--- src/rtl/uart_rx.sv ---
// 8N1 serial receiver: 16x oversampling from a fractional phase accumulator, 3-sample majority vote at mid-bit.
// state | meaning -- IDLE: wait for falling edge | START: verify start bit | DATA: shift 8 bits LSB first | STOP: check stop, deliver byte
module uart_rx #(
    parameter int unsigned CLK_HZ = 9600000,
    parameter int unsigned BAUD   = 115200,
    parameter int unsigned OVS    = 16
) (
    input  logic       sys_clk_i,
    input  logic       sys_rst_n_i,
    input  logic       uart_rx_i,
    input  logic       uart_rd_i,
    output logic [7:0] uart_dat_o,
    output logic       uart_valid_o,
    output logic       uart_ferr_o,
    output logic       uart_ovr_o,
    output logic       uart_busy_o
);

    localparam logic [28:0] ACC_INC = 29'(BAUD * OVS);
    localparam logic [28:0] ACC_MOD = 29'(CLK_HZ);

    typedef enum logic [1:0] {S_IDLE, S_START, S_DATA, S_STOP} state_t;

    state_t      r_state;
    logic        r_sync1;
    logic        r_sync2;
    logic        r_prev;
    logic [28:0] r_acc;
    logic [3:0]  r_cnt;
    logic [2:0]  r_bit;
    logic [1:0]  r_smp;
    logic [7:0]  r_shift;
    logic [7:0]  r_dat;
    logic        r_valid;
    logic        r_ferr;
    logic        r_ovr;

    logic [28:0] w_acc_sum;
    logic        w_tick;
    logic        w_rx;
    logic        w_fall;
    logic        w_vote;
    logic        w_rd_ok;

    assign w_acc_sum = r_acc + ACC_INC;
    assign w_tick    = (w_acc_sum >= ACC_MOD);
    assign w_rx      = r_sync2;
    assign w_fall    = r_prev & ~r_sync2;
    assign w_vote    = (r_smp[0] & r_smp[1]) | (r_smp[0] & w_rx) | (r_smp[1] & w_rx);
    assign w_rd_ok   = uart_rd_i & r_valid;

    always_ff @(posedge sys_clk_i or negedge sys_rst_n_i) begin
        if (!sys_rst_n_i) begin
            r_sync1 <= 1'b1;
            r_sync2 <= 1'b1;
            r_prev  <= 1'b1;
            r_acc   <= '0;
        end else begin
            r_sync1 <= uart_rx_i;
            r_sync2 <= r_sync1;
            r_prev  <= r_sync2;
            r_acc   <= w_tick ? (w_acc_sum - ACC_MOD) : w_acc_sum;
        end
    end

    always_ff @(posedge sys_clk_i or negedge sys_rst_n_i) begin
        if (!sys_rst_n_i) begin
            r_state <= S_IDLE;
            r_cnt   <= '0;
            r_bit   <= '0;
            r_smp   <= '0;
            r_shift <= '0;
            r_dat   <= '0;
            r_valid <= 1'b0;
            r_ferr  <= 1'b0;
            r_ovr   <= 1'b0;
        end else begin
            r_ferr <= 1'b0;
            if (w_rd_ok) begin
                r_valid <= 1'b0;
                r_ovr   <= 1'b0;
            end
            if (r_state != S_IDLE && w_tick) begin
                r_cnt <= r_cnt + 4'd1;
                if (r_cnt == 4'd7) r_smp[0] <= w_rx;
                if (r_cnt == 4'd8) r_smp[1] <= w_rx;
            end
            case (r_state)
                S_IDLE: begin
                    if (w_fall) begin
                        r_state <= S_START;
                        r_cnt   <= '0;
                        r_bit   <= '0;
                    end
                end
                S_START: begin
                    if (w_tick && r_cnt == 4'd9 && w_vote) r_state <= S_IDLE;
                    if (w_tick && r_cnt == 4'd15) r_state <= S_DATA;
                end
                S_DATA: begin
                    if (w_tick && r_cnt == 4'd9) r_shift <= {w_vote, r_shift[7:1]};
                    if (w_tick && r_cnt == 4'd15) begin
                        r_bit <= r_bit + 3'd1;
                        if (r_bit == 3'd7) r_state <= S_STOP;
                    end
                end
                S_STOP: begin
                    if (w_tick && r_cnt == 4'd9) begin
                        r_state <= S_IDLE;
                        if (w_vote) begin
                            // a read in the same cycle wins over the overrun set
                            r_dat   <= r_shift;
                            r_valid <= 1'b1;
                            r_ovr   <= r_valid & ~uart_rd_i;
                        end else begin
                            r_ferr <= 1'b1;
                        end
                    end
                end
                default: r_state <= S_IDLE;
            endcase
        end
    end

    assign uart_dat_o   = r_dat;
    assign uart_valid_o = r_valid;
    assign uart_ferr_o  = r_ferr;
    assign uart_ovr_o   = r_ovr;
    assign uart_busy_o  = (r_state != S_IDLE);

endmodule

--- config.mk ---
export PLATFORM = sky130hd
export DESIGN_NAME = uart_rx
export DESIGN_NICKNAME = d
export VERILOG_FILES = /design/src/rtl/uart_rx.sv
export SDC_FILE = /design/constraint.sdc
export NUM_CORES = 1
export LEC_CHECK = 0
export BUFFER_PORTS_ARGS = -buffer_cell sky130_fd_sc_hd__buf_4
export CAP_MARGIN = 20
export CORE_UTILIZATION = 45
export CTS_CLUSTER_DIAMETER = 30
export DETAILED_ROUTE_END_ITERATION = 16
export MAX_ROUTING_LAYER = met4
export PLACE_DENSITY = 0.66
export SLEW_MARGIN = 15
export SYNTH_ARGS = -nofsm -noshare
export SYNTH_HDL_FRONTEND = slang
export SYNTH_SLANG_ARGS = --single-unit
--- constraint.sdc ---
create_clock -name sys_clk_i -period 3 [get_ports sys_clk_i]
set_clock_uncertainty 0.2 [all_clocks]
set_input_delay 0.3 -clock sys_clk_i [delete_from_list [all_inputs] [get_ports sys_clk_i]]
set_output_delay 0.3 -clock sys_clk_i [all_outputs]
set_load 0.05 [all_outputs]
==> results.md <==
* Status: completed
* Crit path kind: flop to flop
* Chip Width at 83.3 um
* Power density over the cells at roughly 370 nW/um^2
* CP Launch Type: flop
* Final-report hold violation count at 0
* Final non-filler cell total at roughly 440
* I/O pin count at 16
* Post-DP HPWL at between 4000 and 5000 um
* FF+latch count, synth at 52
* Post-DR wirelength/cell at 14.3 um
* Share of layout cells above drive strength 1 at 36.6%
* TritonCTS clock tree: built
* Final #Nets at ~370
* Initial drt markers at around 130
* Post-Syn Area at 2970 um^2
* PortBufs at 15
* H-tree levels at 2
* Yosys warns at 0
* Final period util at ~97%
* Setup ws final at 0.0901 ns
* Max cap viols at 0
* Setup crit end kind: flop
* Critical-path maximum fanout at 6
* P_leak at around 1.7 nW
* Routability cong. at slightly above 0.8
* Initial antenna violation count at 0
* # setup viols final at 0
* Required time of the critical path at 3.00 ns
* Arrival @ worst endpoint at between 2 and 3 ns
* Mapped Cells at 283
* Worst slew pin tran at 0.662 ns
* Chip Height at roughly 83 um
* Slew Limit Fails at 0
* Syn avg cell area at between 10 and 15 um^2
* Final wirelength at between 6000 and 7000 um
* Vias in the first global route at about 2300
* Clock-pin transition on the worst setup and hold timing paths at about 0.10 ns
* Seq/Total Area, Yosys at 43.9%
* CTS sink count at 52
* Diode count at 0
* Crit-path leading delay family: simple AND/OR/NAND/NOR gates
* Via Count at ~2300
* Placed cells at slightly above 400
* Die area at around 7000 um^2
* First-pass GRT wire length at approximately 10000 um
* Post-synthesis cell type count at 61
* EDFF count, synth at 0
* Area growth from synthesis to layout at 27.8%
* Dpl ws at -0.245 ns
* VDD IR-drop max at 0.000394 V
* RSZ-0062 raised after global routing: yes
* Worst path bufs/invs at 2
* Post-layout min period at 2.91 ns
* Row count at 29
* Via density at ~5.4
* Hold crit path type: flop to flop
* Global route overflow at 0
* Starting Density at 46.8%
* Pre-antenna DRT Iters at 4
* Fmax at roughly 340 MHz
* Root buffer cell: clkbuf_8
* Most common cell on crit path: buf_4
* Crit path cell chain: buf_4 -> nand4_1 -> or2_4 -> a221oi_2 -> a211oi_2 -> buf_4 -> o2111ai_4 -> nand2_2 -> nor3_2 -> mux2_2
* Synth Flop Type: dfrtp_1
* CP peak stage delay at about 0.43 ns
* Synth async-reset ratio at 100%
* Slowest CP cell: dfrtp_2
* Total GRT Usage at 18.8%
* Final antenna-violating net count at 0
* Post-Syn Nets at just under 300
* Cts bufs inserted at 5
* Worst skew pair latency at between 0.3 and 0.4 ns
* Clk buf depth at 2
* Largest net degree at the start of global routing at 53
* Relative slew slack at between 50% and 60%
* Core Area at about 6300 um^2
* DRC violations left at 0
[cell families (layout without fill, tap and decap cells)]
family / Yosys count / count (layout) / share of synthesized area, %
flops: 52 / 52 / 43.9
compound gates: 49 / 49 / 11.6
simple gates: 98 / 98 / 18.1
buf+inv: 20 / 95 / 3.62
xor+xnor: 31 / 31 / 9.14
mux: 24 / 24 / 9.90
fa+ha+maj: 9 / 9 / 3.71
[metal layers]
| metal | part of all wire (%) | track usage (%) | vias to the layer above |
|---|---|---|---|
| met5 | 0 | - | - |
| met4 | 0.95 | 6.11 | 0 |
| met3 | 3.3 | 3.78 | 6 |
| met2 | 48 | 29.7 | 35 |
| met1 | 48 | 24.2 | 1149 |
| li1 | - | - | 1159 |
[synthesized netlist by cell type, types with 2 or more instances]
| master | count | area [um^2] |
|---|---|---|
| dfrtp_1 | 49 | 1230 |
| nand2_1 | 23 | 86.3 |
| xnor2_1 | 22 | 193 |
| nor2_1 | 16 | 60.1 |
| o21ai_0 | 12 | 60.1 |
| mux2_2 | 11 | 124 |
| nand3_1 | 11 | 55.1 |
| inv_1 | 9 | 33.8 |
| nor3_1 | 9 | 45.0 |
| xor2_1 | 9 | 78.8 |
| a21oi_1 | 8 | 40.0 |
| ha_1 | 8 | 100 |
| mux2_4 | 8 | 120 |
| nand4_1 | 8 | 50.1 |
| buf_2 | 5 | 25.0 |
| mux2i_1 | 5 | 50.1 |
| and2_1 | 4 | 25.0 |
| a21o_1 | 3 | 22.5 |
| buf_6 | 3 | 33.8 |
| dfstp_2 | 3 | 78.8 |
| nand2b_1 | 3 | 18.8 |
| nor4_1 | 3 | 18.8 |
| o211ai_1 | 3 | 22.5 |
| o21a_1 | 3 | 22.5 |
| a31oi_1 | 2 | 12.5 |
| and3_1 | 2 | 12.5 |
| and4_1 | 2 | 17.5 |
| clkbuf_1 | 2 | 7.51 |
| nand4b_1 | 2 | 17.5 |
| o211a_1 | 2 | 20.0 |
| o31ai_1 | 2 | 15.0 |
| or3_1 | 2 | 12.5 |
[placed cells by master, fill, tap and decap left out, drive strengths merged, types with 4 or more instances in the layout]
| master | n |
|---|---|
| dfrtp | 49 |
| clkbuf | 5 |
| buf | 75 |
| xor2 | 9 |
| nor3 | 10 |
| nor4 | 4 |
| o21ai | 13 |
| and2 | 5 |
| nand4 | 8 |
| a21oi | 9 |
| mux2 | 19 |
| mux2i | 5 |
| inv | 10 |
| nand3 | 11 |
| nor2 | 17 |
| ha | 8 |
| nand2 | 24 |
| xnor2 | 22 |
[layout make-up]
type	instances	area [um^2]
multi-input combinational	211	1640
inverter	9	33.8
clock inverter	3	26.3
fill	504	2550
sequential	52	1310
tap	77	96.3
clock buffer	5	68.8
timing repair buffer	78	631
[power breakdown]
group / switching [mW] / internal, mW
logic: 0.0914 / 0.0652
registers: 0.0642 / 0.747
clock network: 0.254 / 0.170
[worst paths after layout]
kind	slack, ns	depth (start not counted)	end	from
max	0.09	10	r_smp[0]	r_acc[13]
min	0.16	0	r_sync2	r_sync1
max reg2reg	0.09	10	r_smp[0]	r_acc[13]
min reg2reg	0.16	0	r_sync2	r_sync1
max in group asynchronous	1.79	2	r_acc[13]	sys_rst_n_i
min in group asynchronous	0.34	2	r_acc[10]	sys_rst_n_i
[sequential cells by signal (all words and copies together), names as in the netlist, 2 cells and up, named ones only]
name and flops:
r_acc 19, r_bit 3, r_cnt 4, r_shift 8, r_smp 2, uart_dat_o 8
[per-stage QoR]
stage	instance area [um^2]	total power [mW]	util (%)	hold slack, ns	TNS (ns)
4_1_cts	3650	1.40	57.6	0.163	-0.222
6_report	3800	1.39	59.8	0.162	0
3_3_place_gp	3490	0.964	55.0	0.146	-2.44
2_1_floorplan	2970	0.917	-	-0.196	0
3_5_place_dp	3490	0.971	55.0	0.149	-3.75
5_1_grt	3800	1.47	59.8	0.164	-0.639
[repair_timing]
action | 4_1_cts | 5_1_grt
cloned | 0 | 0
resized for setup | 5 | 16
hold endpoints to repair | 51 | 0
hold buffers | 3 | 0
pin swaps | 0 | 7
setup endpoints to repair | 29 | 20
buffers inserted | 1 | 8
(Power assumes the default switching activity.)
